File: src/rtl/tt_mux_pkg.sv
`default_nettype none
// ============================================================================
// Module  : tt_mux_pkg
// Purpose : Shared widths, field offsets and FSM state type for the
//           project-select controller and I/O mux.
// Contents: IW_W / OW_W bus widths, field offsets inside the packed iw and
//           ow buses, state_t {IDLE, ACTIVE}.
// Revision: 1.0 - initial release
// ============================================================================
package tt_mux_pkg;

  localparam int IW_W  = 18;  // broadcast bus into each wrapper
  localparam int OW_W  = 24;  // return bus from each wrapper
  localparam int PAD_W = 8;   // width of every pad group

  // Field offsets inside iw = {uio_in, ui_in, rst_n, clk}
  localparam int IW_CLK   = 0;
  localparam int IW_RST_N = 1;
  localparam int IW_UI    = 2;
  localparam int IW_UIO   = 10;

  // Field offsets inside ow = {uio_oe, uio_out, uo_out}
  localparam int OW_UO      = 0;
  localparam int OW_UIO_OUT = 8;
  localparam int OW_UIO_OE  = 16;

  typedef enum logic [0:0] {
    IDLE   = 1'b0,
    ACTIVE = 1'b1
  } state_t;

endpackage
`default_nettype wire

File: src/rtl/tt_sync2.sv
`default_nettype none
// ============================================================================
// Module  : tt_sync2
// Purpose : Two-flop synchronizer for a single asynchronous level.
// Ports   : clk   - destination clock
//           rst_n - asynchronous active-low reset (flops load RST_VAL)
//           d     - asynchronous input
//           q     - synchronized output, two clk edges behind d
// Revision: 1.0 - initial release
// ============================================================================
module tt_sync2 #(
  parameter logic RST_VAL = 1'b0
) (
  input  logic clk,
  input  logic rst_n,
  input  logic d,
  output logic q
);

  logic r_meta;
  logic r_sync;

  always_ff @(posedge clk or negedge rst_n) begin
    if (!rst_n) begin
      r_meta <= RST_VAL;
      r_sync <= RST_VAL;
    end else begin
      r_meta <= d;
      r_sync <= r_meta;
    end
  end

  assign q = r_sync;

endmodule
`default_nettype wire

File: src/rtl/tt_mux_ctrl.sv
`default_nettype none
// ============================================================================
// Module  : tt_mux_ctrl
// Purpose : Project-select controller and I/O mux. Decodes the three control
//           pads into a selection index and an active flag, enables the
//           selected wrapper, broadcasts the input pads to it and returns its
//           outputs to the pads.
// Ports   : clk, rst_n              - controller clock, async active-low reset
//           ctrl_sel_rst_n          - pad, low clears the selection
//           ctrl_sel_inc            - pad, rising edge advances the selection
//           ctrl_ena                - pad, high activates the selected project
//           proj_clk, proj_rst_n    - project clock / reset pads, forwarded
//           pad_ui_in, pad_uio_in   - project input pads
//           ow_all                  - concatenated wrapper outputs
//           iw                      - broadcast {uio_in, ui_in, rst_n, clk}
//           ena                     - one-hot project enable
//           pad_uo_out, pad_uio_out, pad_uio_oe - project output pads
//           sel, active             - status
// Revision: 1.0 - initial release
// ============================================================================
module tt_mux_ctrl
  import tt_mux_pkg::*;
#(
  parameter int N_PROJ = 4,
  parameter int SEL_W  = $clog2(N_PROJ)
) (
  input  logic                   clk,
  input  logic                   rst_n,
  input  logic                   ctrl_sel_rst_n,
  input  logic                   ctrl_sel_inc,
  input  logic                   ctrl_ena,
  input  logic                   proj_clk,
  input  logic                   proj_rst_n,
  input  logic [PAD_W-1:0]       pad_ui_in,
  input  logic [PAD_W-1:0]       pad_uio_in,
  input  logic [OW_W*N_PROJ-1:0] ow_all,
  output logic [IW_W-1:0]        iw,
  output logic [N_PROJ-1:0]      ena,
  output logic [PAD_W-1:0]       pad_uo_out,
  output logic [PAD_W-1:0]       pad_uio_out,
  output logic [PAD_W-1:0]       pad_uio_oe,
  output logic [SEL_W-1:0]       sel,
  output logic                   active
);

  localparam logic [SEL_W-1:0] c_SEL_MAX = SEL_W'(N_PROJ - 1);

  // --------------------------------------------------------------------------
  // Control pad synchronizers
  // --------------------------------------------------------------------------
  logic w_sel_rst_s;
  logic w_inc_s;
  logic w_ena_s;
  logic r_inc_d;
  logic w_inc_pulse;

  // Resets to "not clearing" so the selection is usable right after rst_n.
  tt_sync2 #(.RST_VAL(1'b1)) u_sync_sel_rst (
    .clk   (clk),
    .rst_n (rst_n),
    .d     (ctrl_sel_rst_n),
    .q     (w_sel_rst_s)
  );

  tt_sync2 #(.RST_VAL(1'b0)) u_sync_inc (
    .clk   (clk),
    .rst_n (rst_n),
    .d     (ctrl_sel_inc),
    .q     (w_inc_s)
  );

  tt_sync2 #(.RST_VAL(1'b0)) u_sync_ena (
    .clk   (clk),
    .rst_n (rst_n),
    .d     (ctrl_ena),
    .q     (w_ena_s)
  );

  // Third flop on the inc path; resetting it to 0 alongside the synchronizer
  // guarantees no edge is seen at reset release.
  always_ff @(posedge clk or negedge rst_n) begin
    if (!rst_n) begin
      r_inc_d <= 1'b0;
    end else begin
      r_inc_d <= w_inc_s;
    end
  end

  assign w_inc_pulse = w_inc_s & ~r_inc_d;

  // --------------------------------------------------------------------------
  // FSM: state register
  // --------------------------------------------------------------------------
  state_t           r_state;
  state_t           w_state_nxt;
  logic [SEL_W-1:0] r_sel;
  logic [SEL_W-1:0] w_sel_nxt;

  always_ff @(posedge clk or negedge rst_n) begin
    if (!rst_n) begin
      r_state <= IDLE;
      r_sel   <= '0;
    end else begin
      r_state <= w_state_nxt;
      r_sel   <= w_sel_nxt;
    end
  end

  // --------------------------------------------------------------------------
  // FSM: next-state logic
  // --------------------------------------------------------------------------
  always_comb begin
    w_state_nxt = r_state;
    w_sel_nxt   = r_sel;
    if (!w_sel_rst_s) begin
      // Selection clear overrides increment and enable alike.
      w_state_nxt = IDLE;
      w_sel_nxt   = '0;
    end else begin
      case (r_state)
        IDLE: begin
          // Increment and activation may coincide; the new index is the one
          // that goes active.
          if (w_inc_pulse) begin
            w_sel_nxt = (r_sel == c_SEL_MAX) ? '0 : r_sel + 1'b1;
          end
          if (w_ena_s) begin
            w_state_nxt = ACTIVE;
          end
        end
        ACTIVE: begin
          // Increments are discarded while a project is running.
          if (!w_ena_s) begin
            w_state_nxt = IDLE;
          end
        end
        default: begin
          w_state_nxt = IDLE;
        end
      endcase
    end
  end

  // --------------------------------------------------------------------------
  // FSM: outputs and data mux
  // --------------------------------------------------------------------------
  logic [OW_W-1:0] w_ow_slice [N_PROJ];
  logic [OW_W-1:0] w_ow_sel;

  for (genvar gi = 0; gi < N_PROJ; gi++) begin : g_ow_slice
    assign w_ow_slice[gi] = ow_all[gi*OW_W +: OW_W];
  end

  assign w_ow_sel = w_ow_slice[r_sel];
  assign sel      = r_sel;

  // Enables come only from registered state, so they never glitch.
  always_comb begin
    active      = (r_state == ACTIVE);
    ena         = '0;
    iw          = '0;
    pad_uo_out  = '0;
    pad_uio_out = '0;
    pad_uio_oe  = '0;
    for (int i = 0; i < N_PROJ; i++) begin
      ena[i] = active && (r_sel == SEL_W'(i));
    end
    if (active) begin
      iw[IW_CLK]          = proj_clk;
      iw[IW_RST_N]        = proj_rst_n;
      iw[IW_UI +: PAD_W]  = pad_ui_in;
      iw[IW_UIO +: PAD_W] = pad_uio_in;
      pad_uo_out  = w_ow_sel[OW_UO +: PAD_W];
      pad_uio_out = w_ow_sel[OW_UIO_OUT +: PAD_W];
      pad_uio_oe  = w_ow_sel[OW_UIO_OE +: PAD_W];
    end
  end

endmodule
`default_nettype wire

File: config.mk
export PLATFORM = sky130hd
export DESIGN_NAME = tt_mux_ctrl
export DESIGN_NICKNAME = d
export VERILOG_FILES = /design/src/rtl/tt_mux_pkg.sv /design/src/rtl/tt_sync2.sv /design/src/rtl/tt_mux_ctrl.sv
export SDC_FILE = /design/constraint.sdc
export NUM_CORES = 1
export LEC_CHECK = 0
export ABC_AREA = 1
export BUFFER_PORTS_ARGS = -buffer_cell sky130_fd_sc_hd__buf_2
export CAP_MARGIN = 20
export CORE_UTILIZATION = 35
export DETAILED_ROUTE_END_ITERATION = 7
export HOLD_SLACK_MARGIN = 0.06
export PLACE_DENSITY_LB_ADDON = 0.1
export SYNTH_ARGS = -nofsm -noshare
export SYNTH_HDL_FRONTEND = slang
export SYNTH_SLANG_ARGS = --single-unit
File: constraint.sdc
create_clock -name clk -period 3.8 [get_ports clk]
set_clock_uncertainty 0.1 [all_clocks]
set_input_delay 0.76 -clock clk [delete_from_list [all_inputs] [get_ports clk]]
set_output_delay 0.76 -clock clk [all_outputs]
set_load 0.03 [all_outputs]
==> impl_metrics.csv, run 1 <==
group,metric,value,unit
worst_setup_path,path_class,"flip-flop to output port",
timing,slew_viol_final,0,
logic_synthesis,ys_seq_elements,10,
final_layout,mostFrequentLayoutCells,"buf_2, nand2_1, inv_1",
power_and_ir_drop,seq_power_share,0.227,
logic_synthesis,avgSynthCellArea,4.83,um^2
routing,viasPerCell,4.26,
cts,cts_max_path_buffers,2,
timing,worstMarginPinSlew,0.786,ns
logic_synthesis,ys_seq_area_frac,0.145,
routing,vias,2470,
cts,clock-sinks,10,
power_and_ir_drop,pwr-share-comb,0.518,
run,drv_cap,0,
cts,clk_latency,0.23,ns
min_path,hold_depth,0,
final_layout,fill_cells,535,
cts,clk_pin_slew,0.05,ns
grt,antenna_found_initial,0,
grt,grt_pass1_wl,8.34,mm
final_layout,synthToLayoutAreaGrowth,50.6,%
timing,hold_viol_final,0,
placed_design,dpl.hpwl,4.04,mm
floorplanning,num_rows,25,
cts,ctsHoldBuffers,0,
timing,finalCritPeriodShare,0.778,
worst_setup_path,cp.buffers_inverters,3,
floorplanning,die-height,72.5,um
power_and_ir_drop,p_sw_frac,0.399,
power_and_ir_drop,p_int,0.306,mW
floorplanning,io_pins,168,
routing,drc_errors,0,
placed_design,gp_congestion,0.767,
grt,first_global_vias,1986,
final_layout,nets,637,
timing,grt_setup_unrepaired,"no",
cts,cts_tree,"done",
placed_design,port_buffers,167,
power_and_ir_drop,switching_power,0.203,mW
worst_setup_path,critPathLaunchType,"flip-flop",
routing,wl_per_cell,9.48,um
worst_setup_path,critPathTopFamily,"buffers and inverters",
power_and_ir_drop,vdd_ir_drop_max,198,uV
worst_setup_path,reg2reg_from,"active$_DFF_PN0_",
cts,cts_setup_buffers,0,
timing,whs,0.244,ns
worst_setup_path,cp.arrival,2.10,ns
logic_synthesis,synth_nets,483,
logic_synthesis,syn_area,1740,um^2
floorplanning,core_area,4750,um^2
logic_synthesis,yosysUniqueCellTypes,16,
worst_setup_path,critPathLaunch,"active$_DFF_PN0_",
final_layout,drive_gt1_frac,0.349,
worst_setup_path,path_max_fanout,26,
outcome,status,"complete, no violations",
timing,slew_headroom,0.476,
final_layout,final_common_cell,"buf_2",
worst_setup_path,reg2reg_to,"sel[0]$_DFFE_PN0P_",
worst_setup_path,r2r_cells,4,
final_layout,antenna_cells,0,
worst_setup_path,cpMaxStageDelayCell,"clkinv_1",
timing,tns,0,ns
routing,routed_wirelength,5.50,mm
logic_synthesis,synthCells,360,
worst_setup_path,worstPathCellList,"buf_4, clkinv_1, a21oi_1, buf_2",
floorplanning,start_util,0.366,
cts,cts-htree-levels,1,
worst_setup_path,regToRegSetupSlack,1.95,ns
worst_setup_path,max_stage_delay,0.65,ns
timing,fmaxAchievable,0.338,GHz
worst_setup_path,crit_path_end_kind,"output port",
worst_setup_path,worstPathRequired,2.94,ns
floorplanning,die_area,5250,um^2
min_path,hp-start,"u_sync_inc.r_meta$_DFF_PN0_",
grt,grt_overflow,0,
routing,drtIter0Drc,107,
cts,clock-root-buffer,"clkbuf_8",
min_path,min_to,"u_sync_inc.q$_DFF_PN0_",
min_path,min_path_type,"flip-flop to flip-flop",
cts,cts_buffers,3,
floorplanning,dieWidth,72.5,um
power_and_ir_drop,p_leak,2.04,nW
power_and_ir_drop,p_clk_frac,0.255,
grt,track_usage,0.196,
routing,postRouteAntennaNets,0,
power_and_ir_drop,power.density,194,nW/um^2
grt,grt_max_degree,54,
routing,first_pass_iters,4,
logic_synthesis,synth_warnings,0,
timing,setup_violations,0,
timing,fin_crit,2.96,ns
cts,cts_resized,0,
## sequential cells by signal, summed over array words and instances, names as in the netlist
| signal | count |
|---|---|
| u_sync_sel_rst.q | 1 |
| r_inc_d | 1 |
| u_sync_ena.q | 1 |
| u_sync_inc.r_meta | 1 |
| u_sync_inc.q | 1 |
| u_sync_sel_rst.r_meta | 1 |
| u_sync_ena.r_meta | 1 |
| active | 1 |
| sel | 2 |
## layout make-up
| cell class | instances | area (um^2) | share of cell area |
|---|---|---|---|
| clock buffer | 4 | 55.1 | 0.0210 |
| inverter | 123 | 462 | 0.176 |
| sequential | 10 | 254 | 0.0970 |
| tap | 67 | 83.8 | 0.0320 |
| multi-input combinational | 206 | 905 | 0.346 |
| timing repair buffer | 170 | 858 | 0.328 |
## metal layers
| metal | routed length, um | vias up | part of all wire | global-route usage |
|---|---|---|---|---|
| met1 | 2280 | 1034 | 0.42 | 0.220 |
| met5 | 0 | - | 0 | 0 |
| met2 | 2720 | 110 | 0.50 | 0.387 |
| met3 | 440 | 4 | 0.080 | 0.0264 |
| met4 | 50 | 0 | 0.0091 | 0.0436 |
| li1 | - | 1322 | - | - |
## cell families after synthesis
family	share of synthesized area
simple gates	0.420
buf+inv	0.334
compound gates	0.0720
flops	0.145
fa+ha+maj	0.0288
## per-stage QoR
| step | worst slack, ns | power, mW | cells | instance area, um^2 | utilization |
|---|---|---|---|---|---|
| finish | 0.842 | 0.509 | 580 | 2620 | 0.551 |
| global route | 0.666 | 0.550 | 580 | 2620 | 0.551 |
| CTS | 0.875 | 0.515 | 580 | 2620 | 0.551 |
| detailed placement | 1.13 | 0.381 | 576 | 2560 | 0.539 |
| global placement | 1.23 | 0.380 | 576 | 2560 | 0.539 |
| floorplan | 1.33 | 0.288 | 360 | 1740 | - |
## power by group through the flow
stage	registers, mW	logic [mW]	clock network (mW)
2_1_floorplan	0.121	0.167	0
3_3_place_gp	0.117	0.263	0
3_5_place_dp	0.117	0.264	0
4_1_cts	0.116	0.266	0.134
5_1_grt	0.116	0.294	0.140
6_report	0.116	0.264	0.130
## worst max-delay path by stage
| stage | endpoint | slack, ns | cells past startpoint |
|---|---|---|---|
| 2_1_floorplan | pad_uio_oe[2] | 1.33 | 7 |
| 3_3_place_gp | pad_uio_oe[5] | 1.23 | 4 |
| 3_5_place_dp | pad_uio_out[4] | 1.13 | 4 |
| 4_1_cts | pad_uio_out[4] | 0.88 | 4 |
| 5_1_grt | pad_uio_out[4] | 0.67 | 4 |
| 6_report | pad_uio_out[4] | 0.84 | 4 |
## worst register-to-register path, stage by stage, from the launching register on
cell and delay [ns]:
dfrtp_1 0.32, buf_4 0.25, clkinv_1 0.66, nand4_1 0.33
nand2_1 0.08
## cell usage after synthesis, drive strengths merged
library cell,count,share of area
dfstp,2,0.030
nor2,2,0.0043
clkinv,1,0.0022
a21oi,24,0.069
nand3,48,0.14
nand4,2,0.0072
clkbuf,3,0.0065
inv,122,0.26
ha,4,0.029
o21ai,1,0.0029
buf,18,0.062
nand2,125,0.27
dfrtp,8,0.12
Note: power is estimated with default switching activity, not from simulation.
==> inputs of run 2 (changes only) <==
- CORE_UTILIZATION: 35 -> 34
- clock period: 3.8 -> 2.4 ns (I/O delays scaled with it)
==> impl_metrics.csv, run 2 (synthesized netlist as in run 1, its figures left out) <==
group,metric,value,unit
outcome,status,"complete, no violations",
routing,wl_per_cell,9.41,um
placed_design,port_buffers,167,
placed_design,place_ws,0.415,ns
grt,antenna_found_initial,0,
final_layout,mostFrequentLayoutCells,"buf_2, nand2_1, inv_1",
timing,hold_viol_final,0,
timing,tns,0,ns
worst_setup_path,worstPathRequired,1.82,ns
power_and_ir_drop,seq_power_share,0.232,
power_and_ir_drop,vdd_ir_drop_max,257,uV
timing,grt_setup_unrepaired,"no",
final_layout,final_area,2660,um^2
timing,finalCritPeriodShare,0.921,
cts,cts_setup_buffers,0,
routing,vias,2478,
placed_design,gp_congestion,0.806,
cts,ctsHoldBuffers,1,
cts,clk_latency,0.23,ns
timing,worstMarginPinSlew,0.478,ns
worst_setup_path,cp.buffers_inverters,3,
routing,first_pass_iters,4,
grt,grt_overflow,0,
floorplanning,core_area,4820,um^2
worst_setup_path,cp.arrival,1.63,ns
routing,routed_wirelength,5.51,mm
power_and_ir_drop,p_sw_frac,0.400,
worst_setup_path,worstPathCellList,"inv_2, buf_4, nand2_1, nand3_1, a21oi_1, buf_2",
timing,layout_setup_ws,0.190,ns
power_and_ir_drop,pwr-share-comb,0.513,
grt,track_usage,0.188,
routing,drc_errors,0,
cts,cts_resized,0,
grt,grt_max_degree,29,
timing,fin_crit,2.21,ns
cts,clock-root-buffer,"clkbuf_8",
placed_design,numPlacedInstances,580,
final_layout,final_common_cell,"buf_2",
floorplanning,start_util,0.361,
power_and_ir_drop,power.density,308,nW/um^2
power_and_ir_drop,switching_power,0.327,mW
final_layout,antenna_cells,0,
power_and_ir_drop,p_int,0.491,mW
placed_design,postPlaceCellArea,2590,um^2
routing,drtIter0Drc,73,
cts,clock-sinks,10,
final_layout,final_cells,585,
cts,cts-htree-levels,1,
floorplanning,num_rows,25,
worst_setup_path,path_class,"flip-flop to output port",
routing,postRouteAntennaNets,0,
floorplanning,die_area,5400,um^2
routing,viasPerCell,4.24,
timing,setup_violations,0,
worst_setup_path,max_stage_delay,0.56,ns
worst_setup_path,path_max_fanout,26,
cts,cts_max_path_buffers,2,
power_and_ir_drop,p_clk_frac,0.255,
timing,whs,0.244,ns
timing,fmaxAchievable,0.453,GHz
final_layout,nets,642,
final_layout,synthToLayoutAreaGrowth,52.9,%
floorplanning,dieWidth,73.5,um
power_and_ir_drop,p_leak,2.06,nW
cts,cts_buffers,3,
cts,cts_tree,"done",
grt,grt_pass1_wl,8.18,mm
final_layout,fin_util,0.552,
cts,clk_pin_slew,0.05,ns
min_path,min_path_type,"flip-flop to flip-flop",
worst_setup_path,cpMaxStageDelayCell,"dfrtp_2",
worst_setup_path,crit_path_end_kind,"output port",
final_layout,largest_reg_flops,2,
floorplanning,io_pins,168,
timing,slew_headroom,0.681,
power_and_ir_drop,power.total,0.817,mW
worst_setup_path,critPathTopFamily,"flip-flops",
worst_setup_path,critPathLaunchType,"flip-flop",
timing,slew_viol_final,0,
run,drv_cap,0,
grt,first_global_vias,2034,
placed_design,dpl.hpwl,4.28,mm
final_layout,drive_gt1_frac,0.353,
floorplanning,die-height,73.5,um
==> run 2: cell types whose count changed in the layout (fill, tap and decap cells not counted), sizes merged <==
cell and delta:
buf +4, dlygate4sd3 +1
==> run 2: layer usage <==
layer / track usage / up-vias / wire length (um)
li1: - / 1332 / -
met1: 0.211 / 1045 / 2290
met2: 0.377 / 99 / 2770
met3: 0.0219 / 2 / 422
met4: 0.0299 / 0 / 17
met5: 0 / - / 0
==> run 2: worst paths after layout <==
path,endpoint,start,cells after the start,slack [ns]
max,pad_uo_out[2],sel[0]$_DFFE_PN0P_,6,0.19
min,u_sync_ena.q$_DFF_PN0_,u_sync_ena.r_meta$_DFF_PN0_,0,0.24
max reg2reg,sel[1]$_DFFE_PN0P_,sel[0]$_DFFE_PN0P_,5,0.87
min reg2reg,u_sync_ena.q$_DFF_PN0_,u_sync_ena.r_meta$_DFF_PN0_,0,0.24
max in group asynchronous,u_sync_sel_rst.q$_DFF_PN1_,rst_n,2,1.41
min in group asynchronous,u_sync_ena.q$_DFF_PN0_,rst_n,2,0.54
==> run 2: layout make-up <==
| cell class | instances | area (um^2) |
|---|---|---|
| Fill cell | 556 | 2160 |
| Clock buffer | 4 | 55.1 |
| Inverter | 123 | 462 |
| Timing Repair Buffer | 175 | 898 |
| Tap cell | 67 | 83.8 |
| Sequential cell | 10 | 254 |
| Multi-Input combinational cell | 206 | 905 |
==> run 2: power groups by stage <==
stage	Sequential, mW	Combinational (mW)	Clock [mW]
after floorplan	0.191	0.264	0
after global placement	0.192	0.421	0
after detailed placement	0.192	0.422	0
after CTS	0.190	0.425	0.213
after global routing	0.191	0.466	0.223
final	0.189	0.420	0.208
